## config.mk

```make
export PLATFORM = sky130hd
export DESIGN_NAME = shift_add_mult_flat
export DESIGN_NICKNAME = d
export VERILOG_FILES = /design/src/rtl/shift_add_mult_if.sv /design/src/rtl/shift_add_mult.sv /design/src/flat_wrapper.sv
export SDC_FILE = /design/constraint.sdc
export NUM_CORES = 1
export LEC_CHECK = 0
export CAP_MARGIN = 40
export CORE_MARGIN = 4
export CORE_UTILIZATION = 30
export DETAILED_ROUTE_END_ITERATION = 6
export GPL_TIMING_DRIVEN = 0
export PLACE_DENSITY_LB_ADDON = 0.1
export REMOVE_ABC_BUFFERS = 1
export SLEW_MARGIN = 15
export SYNTH_ARGS = -nofsm -noshare
export SYNTH_HDL_FRONTEND = slang
export SYNTH_SLANG_ARGS = --single-unit
```

## constraint.sdc

```tcl
create_clock -name CLK -period 2.8 [get_ports CLK]
set_input_delay 0.56 -clock CLK [delete_from_list [all_inputs] [get_ports CLK]]
set_output_delay 0.56 -clock CLK [all_outputs]
set_load 0.01 [all_outputs]
```

## src/rtl/shift_add_mult_if.sv

```systemverilog
// Operand/result bundle for the shift-and-add multiplier.
//   A, B  : unsigned operands (BITS each), sampled on the accept edge
//   IEA   : level request, start/hold a transaction
//   Y     : registered product (2*BITS)
//   OE    : high while Y holds a valid result
//   BUSY  : high while the product is being computed
// master = requester side, slave = multiplier side.
interface shift_add_mult_if #(
    parameter int unsigned BITS = 32
);
    logic [BITS-1:0]   A;
    logic [BITS-1:0]   B;
    logic              IEA;
    logic [2*BITS-1:0] Y;
    logic              OE;
    logic              BUSY;

    modport master (
        output A, B, IEA,
        input  Y, OE, BUSY
    );

    modport slave (
        input  A, B, IEA,
        output Y, OE, BUSY
    );
endinterface

```

## src/rtl/shift_add_mult.sv

```systemverilog
// Sequential unsigned shift-and-add multiplier, one multiplier bit per cycle.
//   CLK : sole clock, rising edge
//   RST : synchronous active-high reset
//   bus : shift_add_mult_if.slave (A, B, IEA in; Y, OE, BUSY out)
// A transaction takes exactly BITS calc cycles after the accept edge; the
// result is held with OE=1 until IEA is seen low.
module shift_add_mult #(
    parameter int unsigned BITS = 32
) (
    input  logic           CLK,
    input  logic           RST,
    shift_add_mult_if.slave bus
);
    localparam int unsigned W  = 2 * BITS;
    localparam int unsigned CW = $clog2(BITS + 1);

    typedef enum logic [1:0] {
        StIdle,
        StCalc,
        StOE
    } state_t;

    state_t          state, state_nxt;
    logic [W-1:0]    mcand, mcand_nxt;
    logic [BITS-1:0] mlt, mlt_nxt;
    logic [W-1:0]    acc, acc_nxt;
    logic [CW-1:0]   cnt, cnt_nxt;
    logic [W-1:0]    y, y_nxt;
    logic            oe, oe_nxt;
    logic            busy, busy_nxt;
    logic [W-1:0]    acc_sum;

    // Partial-product add for the current multiplier LSB (wraps mod 2^W).
    assign acc_sum = mlt[0] ? (acc + mcand) : acc;

    // Next-state and datapath update.
    always_comb begin
        state_nxt = state;
        mcand_nxt = mcand;
        mlt_nxt   = mlt;
        acc_nxt   = acc;
        cnt_nxt   = cnt;
        y_nxt     = y;
        oe_nxt    = oe;
        busy_nxt  = busy;
        case (state)
            StIdle: begin
                oe_nxt   = 1'b0;
                busy_nxt = 1'b0;
                if (bus.IEA) begin
                    mcand_nxt = W'(bus.A);
                    mlt_nxt   = bus.B;
                    acc_nxt   = '0;
                    cnt_nxt   = CW'(BITS);
                    busy_nxt  = 1'b1;
                    state_nxt = StCalc;
                end
            end
            StCalc: begin
                acc_nxt   = acc_sum;
                mcand_nxt = mcand << 1;
                mlt_nxt   = mlt >> 1;
                cnt_nxt   = cnt - CW'(1);
                // Last step: publish the sum including this edge's add.
                if (cnt == CW'(1)) begin
                    y_nxt     = acc_sum;
                    oe_nxt    = 1'b1;
                    busy_nxt  = 1'b0;
                    state_nxt = StOE;
                end
            end
            StOE: begin
                if (!bus.IEA) begin
                    oe_nxt    = 1'b0;
                    state_nxt = StIdle;
                end
            end
            default: begin
                oe_nxt    = 1'b0;
                busy_nxt  = 1'b0;
                state_nxt = StIdle;
            end
        endcase
    end

    // State and datapath registers; reset abandons any transaction.
    always_ff @(posedge CLK) begin
        if (RST) begin
            state <= StIdle;
            mcand <= '0;
            mlt   <= '0;
            acc   <= '0;
            cnt   <= '0;
            y     <= '0;
            oe    <= 1'b0;
            busy  <= 1'b0;
        end else begin
            state <= state_nxt;
            mcand <= mcand_nxt;
            mlt   <= mlt_nxt;
            acc   <= acc_nxt;
            cnt   <= cnt_nxt;
            y     <= y_nxt;
            oe    <= oe_nxt;
            busy  <= busy_nxt;
        end
    end

    assign bus.Y    = y;
    assign bus.OE   = oe;
    assign bus.BUSY = busy;
endmodule
```

## src/flat_wrapper.sv

```systemverilog
// flat-port wrapper written by rule: the top's interface ports become plain ports
module shift_add_mult_flat 
#(
    parameter int unsigned BITS = 32
)
  (CLK, RST, bus_A, bus_B, bus_IEA, bus_Y, bus_OE, bus_BUSY);
  shift_add_mult_if #(.BITS(BITS)) bus_i ();
  input  logic CLK;
  input  logic RST;
  input wire logic [$bits(bus_i.A)-1:0] bus_A;
  input wire logic [$bits(bus_i.B)-1:0] bus_B;
  input wire logic [$bits(bus_i.IEA)-1:0] bus_IEA;
  output wire logic [$bits(bus_i.Y)-1:0] bus_Y;
  output wire logic [$bits(bus_i.OE)-1:0] bus_OE;
  output wire logic [$bits(bus_i.BUSY)-1:0] bus_BUSY;
  assign bus_i.A = bus_A;
  assign bus_i.B = bus_B;
  assign bus_i.IEA = bus_IEA;
  assign bus_Y = bus_i.Y;
  assign bus_OE = bus_i.OE;
  assign bus_BUSY = bus_i.BUSY;
  shift_add_mult #(.BITS(BITS)) u_core (.CLK(CLK), .RST(RST), .bus(bus_i));
endmodule
```

; Yosys cells after proc, flatten, opt, wreduce, memory -nomap -nowiden
; Index checks and enable logic that the tools add are counted.
[totals]
reg_bits = 234
latch_bits = 0
ram_bits = 0
rom_bits = 0
inputBits = 67
out_inout_bits = 66
memories = 0
[op_classes]
add_sub_neg = 2
n_mul = 0
div = 0
order_cmp = 0
eq_ne = 6
shift = 0
n_mux = 19
bitwise = 1
reduce_logical = 7
[op_table]
columns = operator, count
row1 = $pmux W64 S2, 2
row2 = $mux W64, 3
row3 = $add A64 B64 Y64, 1
row4 = $pmux W32 S2, 1
row5 = $mux W32, 1
row6 = $pmux W6 S2, 1
row7 = $reduce_and A2 Y1, 4
row8 = $eq A6 B1 Y1 const B, 1
row9 = $mux W2, 3
row10 = $mux W6, 1
row11 = $pmux W2 S3, 1
row12 = $sub A6 B1 Y6 const B, 1
row13 = $mux W1, 4
row14 = $ne A2 B2 Y1 const B, 2
row15 = $pmux W1 S3, 1
row16 = $reduce_and A3 Y1, 1
row17 = $eq A2 B1 Y1 const B, 1
row18 = $eq A2 B2 Y1 const B, 1
row19 = $logic_not A2 Y1, 1
row20 = $ne A2 B1 Y1 const B, 1
row21 = $pmux W1 S2, 1
row22 = $reduce_bool A2 Y1, 1
row23 = $not A1 Y1, 1

; Longest topological paths before layout
[logic_depth]
word_depth = 3
depth_mapped = 13
mapped_depth_nobuf = 13

; Worst setup path before layout
; Ideal clock, no wire load.
[synth_path]
path_type = flip-flop to flip-flop
startpoint = register u_core.acc[0]
endpoint = register u_core.y[60], in the netlist u_core.bus.Y[60]
t_arrival_ps = 2799
path_slack_ps = -103
stages_incl_launch_ff = 14
synth_period_minus_slack_ps = 2903
path_cell_list = dfxtp_1 -> ha_1 -> inv_1 -> fa_1 -> nor2b_1 -> o31a_1 -> o21a_2 -> o21ai_2 -> a2111oi_4 -> o211ai_2 -> a21oi_2 -> a211oi_1 -> xor2_1 -> a2111oi_2
[synth_via]
elab_chain_cells = 2
[synth_rtl]
columns = element, line
row1 = from (decl), shift_add_mult.sv:26  ; logic [W-1:0] acc, acc_nxt;
row2 = from (signal assigned), shift_add_mult.sv:101  ; acc <= acc_nxt;
row3 = $add A64 B64 Y64, shift_add_mult.sv:34  ; assign acc_sum = mlt[0] ? (acc + mcand) : acc;
row4 = $mux W64, shift_add_mult.sv:34
row5 = to (signal assigned), shift_add_mult.sv:103  ; y <= y_nxt;
row6 = to (decl), shift_add_mult.sv:28  ; logic [W-1:0] y, y_nxt;
; Every way passes these cells.
; A chain may end at the register's enable or synchronous reset.

; Final worst setup path
[layout_path]
startpoint = register u_core.acc[0]
endpoint = register u_core.y[56], in the netlist u_core.bus.Y[56]
; The elaborated chain is that of the path after synthesis.

==> impl_metrics.csv <==
group,metric,value,unit
finish,final_nets,1892,
setup_path,end_kind,"flip-flop",
sta,holdWs,0.434,ns
sta,fin_crit,3.11,ns
clocking,clock-sinks,234,
outcome,status,"complete, but fails checks",
power,peakVddDrop,490,µV
global_routing,grt_pass1_vias,12100,
clocking,clkTransAtPathRegs,0.06,ns
die,design.core.area,41900,µm²
sta,rsz0062_at_grt,"true",
min_path,hold_depth,2,
synth,synth_cell_types,64,
finish,fillers,4241,
finish,stdcell_area,17400,µm²
routing,via_per_inst,5.33,
routing,first_iter_violations,631,
die,die_area,45900,µm²
routing,first_pass_iters,5,
finish,drive_gt1_frac,0.192,
sta,tns,-5.35,ns
placed_design,hpwl,29000,µm
placed_design,dpl_cell_area,14800,µm²
clocking,numCtsBuffers,29,
clocking,cts_buffer_depth,3,
setup_path,path_max_fanout,3,
global_routing,antenna_found_initial,0,
setup_path,rr_worst_depth,15,
routing,drc_errors,0,
global_routing,track_usage,0.177,
power,powerDensity,475,nW/µm²
placed_design,portBuffers,132,
global_routing,grt_first_pass_wirelength,67700,µm
global_routing,grt_max_degree,110,
clocking,h-tree-depth,1,
finish,n_antenna_cell,0,
routing,post_drt_wl_per_cell,18.3,µm
setup_path,crit_family,"compound AO/OA/AOI/OAI gates",
die,die_x,214,µm
synth,synthCells,1623,
synth,synth.cell_area,12700,µm²
placed_design,place_congestion,0.870,
sta,slew_violations,0,
clocking,root_buffer,"clkbuf_16",
sta,clock.fmax,322,MHz
job,drv_cap,0,
sta,fin_ws,-0.307,ns
sta,setup_violations,34,
synth,synth-main-ff-cell,"dfxtp_1",
synth,yosysWarnings,0,
routing,ant_nets,0,
die,io_pins,133,
sta,worstMarginPinSlew,0.833,ns
global_routing,overflow,0,
setup_path,cp.depth,15,
setup_path,critical-path-max-stage-delay,0.36,ns
sta,finalHoldViolCount,0,
sta,finalCritPeriodShare,1.11,
clocking,ctsHoldBuffers,0,
setup_path,slowest_stage,"fa_2",
sta,max_slew_margin,0.444,
synth,yosysMostFrequentCell,"a21oi_1",
setup_path,worstSetupPathType,"flip-flop to flip-flop",
die,die-height,214,µm
power,p_leak,6.20,nW
synth,ys_ff_latch,234,
setup_path,critPathRequiredTime,3.25,ns
synth,async_reset_ff_frac,0,
setup_path,crit_buf_inv,3,
synth,synth.top_cell.area_share,0.367,
synth,syn_avg_cell_area,7.85,µm²
outcome,violations,"setup timing",
clocking,clk_latency,0.58,ns
finish,area_delta_synth_final,36.8,%
die,num_rows,75,
sta,clock_skew,0.0155,ns
synth,ys_seq_area_frac,0.367,
synth,yosys.area.top_type,"dfxtp_1",
min_path,hp-class,"input port to flip-flop",
synth,synth_edf_count,0,
clocking,tritoncts,"done",
setup_path,start_kind,"flip-flop",
synth,synth_commonest_cells,"a21oi_1, dfxtp_1, nand2_1, nor2_1, clkbuf_1",
setup_path,crit_path_cell_trace,"ha_4 > inv_2 > fa_2 > nor2b_4 > o31a_1 > o21a_2 > o21ai_4 > a2111oi_4 > buf_4 > o211ai_4 > a21oi_4 > buf_6 > a21oi_4 > xnor2_2 > o31a_1",
setup_path,cp_data_arrival_time,3.56,ns
synth,synth_area_leaders,"dfxtp_1, a21oi_1, ha_1",
routing,drt-total-wl,42500,µm
die,start_util,0.304,
routing,vias,12400,
-- logic make-up after synthesis --
family          after synthesis  synth area share
flops                       234             0.367
simple gates                501             0.171
xor+xnor                     56            0.0385
fa+ha+maj                    66            0.0654
buf+inv                     152            0.0452
compound gates              588             0.291
mux                          26            0.0209
-- per-layer routing --
layer,wire length [µm],GRT usage,up-vias
met5,0,0,-
met4,981,0.0398,0
met3,1800,0.0306,49
met1,19600,0.236,5930
li1,-,-,6151
met2,20100,0.301,220
-- sequential cells by signal, summed over array words and instances, names as in the netlist --
name,flops
u_core.bus.BUSY,1
u_core.mlt,32
u_core.cnt,6
u_core.state,2
u_core.bus.OE,1
u_core.acc,64
u_core.bus.Y,64
u_core.mcand,64
-- worst register-to-register path, cell delays in order (launching register included) --
cell and delay [ns]:
dfxtp_2 0.35, ha_4 0.15, inv_2 0.04, fa_2 0.36
nor2b_4 0.13, o31a_1 0.22, o21a_2 0.21, o21ai_4 0.09
a2111oi_4 0.35, buf_4 0.20, o211ai_4 0.11, a21oi_4 0.22
buf_6 0.15, a21oi_4 0.05, xnor2_2 0.14, o31a_1 0.24
-- final cells by class --
cell class / count / area, µm² / area share
Clock inverter: 6 / 70.1 / 0.00402
Timing Repair Buffer: 224 / 2310 / 0.132
Inverter: 32 / 125 / 0.00717
Multi-Input combinational cell: 1238 / 8690 / 0.498
Tap cell: 539 / 674 / 0.0387
Sequential cell: 234 / 4740 / 0.272
Clock buffer: 45 / 836 / 0.0479
-- placed cells by master (no fill, tap or decap), drive strengths merged, types with 6 or more instances in the layout --
master | netlist | layout
a21oi | 246 | 246
dfxtp | 234 | 234
nand2 | 206 | 206
nor2 | 137 | 138
clkdlybuf4s50 | 0 | 131
buf | 14 | 93
a22oi | 79 | 79
o21ai | 79 | 79
ha | 65 | 65
nand3 | 61 | 61
clkbuf | 106 | 45
xnor2 | 40 | 40
a211oi | 36 | 36
inv | 31 | 32
a21o | 29 | 29
nor3 | 27 | 27
a31oi | 25 | 25
mux2i | 21 | 21
nand4 | 19 | 19
a22o | 16 | 16
xor2 | 16 | 16
o21bai | 14 | 14
nor2b | 11 | 11
o21a | 11 | 11
and2 | 10 | 10
and3 | 9 | 9
a2111oi | 8 | 8
o31ai | 7 | 7
o211ai | 6 | 6
-- path summary, 6_finish.rpt --
check                                                   start                             to  slack (ns)
worst min register to register  u_core.bus.Y[21]$_SDFFE_PP0P_  u_core.bus.Y[21]$_SDFFE_PP0P_        0.45
worst min-delay path                                      RST     u_core.mlt[8]$_SDFFE_PP0P_        0.43
worst max register to register     u_core.acc[0]$_SDFFE_PP0P_  u_core.bus.Y[56]$_SDFFE_PP0P_       -0.31
worst max-delay path               u_core.acc[0]$_SDFFE_PP0P_  u_core.bus.Y[56]$_SDFFE_PP0P_       -0.31
-- power by group --
part           total [W]  switching, W  internal, W  leakage [nW]
clock            0.00363       0.00149      0.00213         0.446
sequential       0.00356      0.000110      0.00345          1.91
combinational    0.00110      0.000627     0.000475          3.84
total            0.00829       0.00223      0.00606          6.20
-- through the flow --
step	instances	utilization	total power (W)	worst slack, ns
2_1_floorplan	1503	-	0.00408	-3.93
3_5_place_dp	2193	0.352	0.00461	-0.822
3_3_place_gp	2174	0.341	0.00453	-12.41
6_report	2318	0.416	0.00829	-0.307
5_1_grt	2318	0.416	0.00863	-0.461
4_1_cts	2295	0.400	0.00839	-0.364
-- what timing repair did --
item | in CTS | in global routing
buffers inserted | 51 | 23
gates resized for setup | 158 | 107
gates cloned | 1 | 0
setup endpoints to repair | 96 | 82
pin swaps | 80 | 62
Note: power is estimated with default switching activity, not from simulation.
==> RTL edit 1 (config.mk and constraints unchanged) <==
Re-encode `state_t` (3 states) as one-hot, 3 bits wide.
--- a/src/rtl/shift_add_mult.sv
+++ b/src/rtl/shift_add_mult.sv
@@ -14,10 +14,10 @@
     localparam int unsigned W  = 2 * BITS;
     localparam int unsigned CW = $clog2(BITS + 1);
 
-    typedef enum logic [1:0] {
-        StIdle,
-        StCalc,
-        StOE
+    typedef enum logic [2:0] {
+        StIdle = 3'b001,
+        StCalc = 3'b010,
+        StOE   = 3'b100
     } state_t;
 
     state_t          state, state_nxt;
Formal check against the unedited RTL: same outputs for any inputs over 10 cycles, from zero or initial values and one cycle with RST high; not proved beyond that.
==> RTL edit 1 against the unedited design <==
- hold slack lost 52 ps
- sequential cell count is 1 higher
- worst setup slack better by 1.4 ps
- cell area grew 1.1%
- maximum frequency about the same
- power down 0.56%
- routed wire length shrank 0.18%
- area after synthesis did not move
- largest cell class unchanged
- combinational power decreased by 35%
- clock power is 11% higher
- the run still ends with negative setup slack left
- critical endpoint is now u_core.bus.Y[54]
==> RTL edit 1: results (changes against the unedited design) <==
- Outcome: finished with violations
- Failing checks: negative setup slack
- Register area share after synthesis: 0.3691 (+0.001570)
- Reg2reg start: u_core.mcand[0]
- CTS Buf Count: 30 (+3.4%)
- DR vias: 12130 (-1.8%)
- Routed wl met3: 1.943 mm (+8.2%)
- Synth top area cells: dfxtp_1 (37%), a21oi_1 (8.7%), ha_1 (6.4%)
- Peak VDD IR: 448.6 µV (-8.4%)
- M1 wire length: 19.72 mm (+0.53%)
- Fraction of layout cells with a size suffix above 1: 0.2058 (+0.01361)
- Post-DP HPWL: 28.68 mm (-1.1%)
- Crit-path slowest cell: dfxtp_4
- GPL Wtd Cong: 0.8620 (-0.87%)
- Cell count after placement: 2173 (-0.91%)
- Clk root buf: clkbuf_16
- Post-synthesis mux area share: 0.02542 (+0.004515)
- R2r endpoint: u_core.bus.Y[54]
- Post-synthesis cell count: 1598 (-1.5%)
- Total GRT Usage: 0.1752 (-0.001911)
- Crit-path max FO: 3 (unchanged)
- Clock-pin slew on the worst setup and hold paths: 60 ps (about the same)
- Fin cells: 2284 (-1.5%)
- Count of cell types in the netlist: 63 (-1.6%)
- Pre-CTS WS: -931.8 ps (-110.2 ps)
- Top Metal Used: met5
- Final setup TNS: -7078 ps (-1726 ps)
- Synth Area in XOR/XNOR: 0.03916 (+0.0006871)
- P_leak: 6.608 nW (+6.5%)
- Post-synthesis compound-gate area fraction: 0.2944 (+0.003239)
- Crit Path Class: reg2reg
- Clock skew: 27.64 ps (+12.17 ps)
- Final setup margin: -305.7 ps (+1.366 ps)
- Minimum hold slack: 382.0 ps (-52.16 ps)
- Routed wire per std cell: 18.58 µm (+1.3%)
- Worst-Margin Slew: 819.6 ps (-13.70 ps)
- Max Root-Sink Buffers: 3 (unchanged)
- Initial DRC Count: 602 (-4.6%)
- Placed cell area: 14720 µm² (-0.25%)
- Switch share: 0.2476 (-0.02169)
- Clock Latency Late Sink: 580 ps (about the same)
- Initial antenna violation count: 2 (+2)
- Crit path arrival time: 3620 ps (+60 ps)
- First-pass GRT wire length: 66.70 mm (-1.5%)
- Synth top cells by count: dfxtp_1 (235), a21oi_1 (222), nand2_1 (214)
- Fillers: 4156 (-2.0%)
- Final nets: 1853 (-2.1%)
- Met2 routed WL: 19.50 mm (-3.1%)
- Largest net degree at the start of global routing: 99 (-10%)
- Hold EP: u_core.cnt[0]
- Final setup vio count: 45 (+32%)
==> RTL edit 1: cell types whose count changed after synthesis, moves of 9 or more <==
cell      unedited run  this run
a21oi_1            244       222
clkbuf_1           106        97
a21o_1              29        49
nor3_1              27        17
nand3_1             61        30
a211oi_1            35        24
and2_1              10        23
nor2_1             137       127
a22oi_1             79       105
nor2b_1             11         2
==> RTL edit 1: cell families after synthesis <==
logic type,Yosys count
fa+ha+maj,66
flops,235
xor+xnor,57
buf+inv,143
simple gates,476
mux,31
compound gates,590
==> RTL edit 1: cell type report <==
| type | instances | area [µm²] | share of cell area |
|---|---|---|---|
| Antenna cell | 1 | 2.502 | 0.0001420 |
| Clock buffer | 45 | 898.4 | 0.05097 |
| Clock inverter | 11 | 136.4 | 0.007737 |
| Inverter | 28 | 111.4 | 0.006317 |
| Multi-Input combinational cell | 1220 | 8867 | 0.5031 |
| Sequential cell | 235 | 4756 | 0.2698 |
| Tap cell | 539 | 674.4 | 0.03826 |
| Timing Repair Buffer | 205 | 2181 | 0.1237 |
==> RTL edit 1: metal layers <==
metal / vias up / global-route usage
met5: - / 0
met4: 2 / 0.05446
met3: 72 / 0.03344
met2: 216 / 0.2860
met1: 5799 / 0.2357
li1: 6040 / -
==> RTL edit 1: power by group through the flow <==
stage	Combinational, mW	Clock (mW)	Sequential, mW
3_5_place_dp	0.673	0	3.55
3_3_place_gp	0.609	0	3.57
6_report	0.712	4.04	3.49
5_1_grt	0.777	4.30	3.50
4_1_cts	0.695	4.16	3.48
2_1_floorplan	0.314	0	3.54
==> RTL edit 1: repair_timing <==
item / CTS / global route
pin swaps: 64 / 86
buffers inserted: 34 / 28
setup endpoints to repair: 81 / 79
gates resized for setup: 160 / 165
==> RTL edit 2 (config.mk and constraints unchanged) <==
Without the edit above. `BITS` is set to 32 in 3 places; all go to 16.
--- a/src/rtl/shift_add_mult_if.sv
+++ b/src/rtl/shift_add_mult_if.sv
@@ -6,7 +6,7 @@
 //   BUSY  : high while the product is being computed
 // master = requester side, slave = multiplier side.
 interface shift_add_mult_if #(
-    parameter int unsigned BITS = 32
+    parameter int unsigned BITS = 16
 );
     logic [BITS-1:0]   A;
     logic [BITS-1:0]   B;
--- a/src/rtl/shift_add_mult.sv
+++ b/src/rtl/shift_add_mult.sv
@@ -5,7 +5,7 @@
 // A transaction takes exactly BITS calc cycles after the accept edge; the
 // result is held with OE=1 until IEA is seen low.
 module shift_add_mult #(
-    parameter int unsigned BITS = 32
+    parameter int unsigned BITS = 16
 ) (
     input  logic           CLK,
     input  logic           RST,
--- a/src/flat_wrapper.sv
+++ b/src/flat_wrapper.sv
@@ -1,7 +1,7 @@
 // flat-port wrapper written by rule: the top's interface ports become plain ports
 module shift_add_mult_flat 
 #(
-    parameter int unsigned BITS = 32
+    parameter int unsigned BITS = 16
 )
   (CLK, RST, bus_A, bus_B, bus_IEA, bus_Y, bus_OE, bus_BUSY);
   shift_add_mult_if #(.BITS(BITS)) bus_i ();
Ports: changed (resized bus_A, bus_B and bus_Y); port bits go from 133 to 69. The function was not compared with the original's and may differ.
==> RTL edit 2 against the unedited design <==
- the flow still finishes with violations (negative setup slack)
- critical path depth down 5
- via count down 50%
- die area down 47%
- worst setup slack better by 270 ps
- synthesized cell count down 50%
- non-clock buffer count down 133
- power down 45%
- sequential cell count down 113
- clock skew down 6.2 ps
- routed wire length down 53%
- area after synthesis down 49%
- cell area down 52%
- highest routed layer unchanged
==> RTL edit 2: results (changes against the unedited design) <==
- Pre-CTS WS: -249.1 ps (+572.5 ps)
- First-pass GRT wire length: 32.37 mm (-52%)
- Post-cts resize count: 11 (-93%)
- Min-delay src: u_core.mlt[2]
- Total GRT Usage: 0.1640 (-0.01309)
- DR vias: 6171 (-50%)
- Final nets: 932 (-51%)
- Hold crit path type: reg2reg
- Largest net degree at the start of global routing: 61 (-45%)
- Max Root-Sink Buffers: 2 (-1)
- Slowest cell delay on critical path: 480 ps (+120 ps)
- GPL Wtd Cong: 0.8192 (-5.8%)
- DRT Wirelength: 19.85 mm (-53%)
- Final setup vio count: 3 (-91%)
- H-tree Lvls: 4 (+3)
- Port bufs: 68 (-48%)
- Minimum hold slack: 455.8 ps (+21.68 ps)
- Clock Latency Late Sink: 420 ps (-160 ps)
- Placed cell area: 7586 µm² (-49%)
- Synth top area cells: dfxtp_1 (37%), a21oi_1 (9.0%), ha_1 (6.3%)
- Register area share after synthesis: 0.3707 (+0.003177)
- Fin cells: 1151 (-50%)
- Failing checks: negative setup slack
- Crit-path max FO: 3 (unchanged)
- Outcome: finished with violations
- Final setup margin: -38.59 ps (+268.5 ps)
- Crit path arrival time: 3150 ps (-410 ps)
- P_leak: 3.270 nW (-47%)
- Worst Reg-to-Reg Cells: 10 (-5)
- Hold Path Cell Cnt: 2 (unchanged)
- Relative slew slack: 0.4655 (+0.02167)
- Hold EP: u_core.mlt[2]
- Syn Area/Cell: 8.058 µm² (+2.6%)
- Post-CTS Setup Bufs: 7 (-86%)
- Synth top cells by count: dfxtp_1 (121), a21oi_1 (118), nand2_1 (110)
- CTS Buf Count: 17 (-41%)
- Final setup TNS: -79.99 ps (+5272 ps)
- Peak VDD IR: 379.6 µV (-22%)
- Crit-path slowest cell: a2111oi_4
- Post-DP HPWL: 13.59 mm (-53%)
- Cell count after placement: 1107 (-50%)
- CP Capture Point: u_core.acc[26]
- Fraction of layout cells with a size suffix above 1: 0.1256 (-0.06667)
- Clock skew: 9.264 ps (-6.208 ps)
[RTL edit 2: cell count changes in the layout (fill, tap and decap cells not counted), sizes merged, moves of 26 or more]
cell / before / now
a211oi: 36 / 10
a21oi: 246 / 118
a22oi: 79 / 39
buf: 93 / 24
clkbuf: 45 / 17
clkdlybuf4s50: 131 / 67
dfxtp: 234 / 121
ha: 65 / 33
nand2: 206 / 110
nor2: 138 / 62
o21ai: 79 / 30
xnor2: 40 / 14
[RTL edit 2: final cells by class]
type	instances	area [µm²]
clock buffers	17	425.4
clock inverters	15	168.9
fillers	2134	12770
inverters	15	56.30
multi-input cells	617	4035
flip-flops and latches	121	2427
well taps	275	344.1
repair buffers	91	988.4
[RTL edit 2: power breakdown]
group | total, mW | leakage (nW) | internal (mW) | switching (mW)
combinational | 0.531 | 1.99 | 0.218 | 0.314
sequential | 1.84 | 0.984 | 1.78 | 0.0530
clock | 2.22 | 0.294 | 1.33 | 0.893
total | 4.59 | 3.27 | 3.33 | 1.26
[RTL edit 2: per-layer routing]
layer	global-route usage	share of wire
met1	0.2111	0.46
met2	0.2792	0.48
met3	0.03578	0.042
met4	0.04377	0.013
met5	0	0
[RTL edit 2: kinds of logic (layout without fill, tap and decap cells)]
kind of cell / count (synthesis) / after routing / share of synthesized area
compound gates: 284 / 284 / 0.2870
xor+xnor: 24 / 24 / 0.03217
fa+ha+maj: 34 / 34 / 0.06625
buf+inv: 73 / 138 / 0.04231
flops: 121 / 121 / 0.3707
mux: 13 / 13 / 0.02049
simple gates: 262 / 262 / 0.1811
[RTL edit 2: tightest hold or removal path: cells and delay by family (launching register included)]
| family | cells | cell delay, ps |
|---|---|---|
| compound gates | 1 | 50 |
| flops | 1 | 310 |
| simple gates | 1 | 50 |
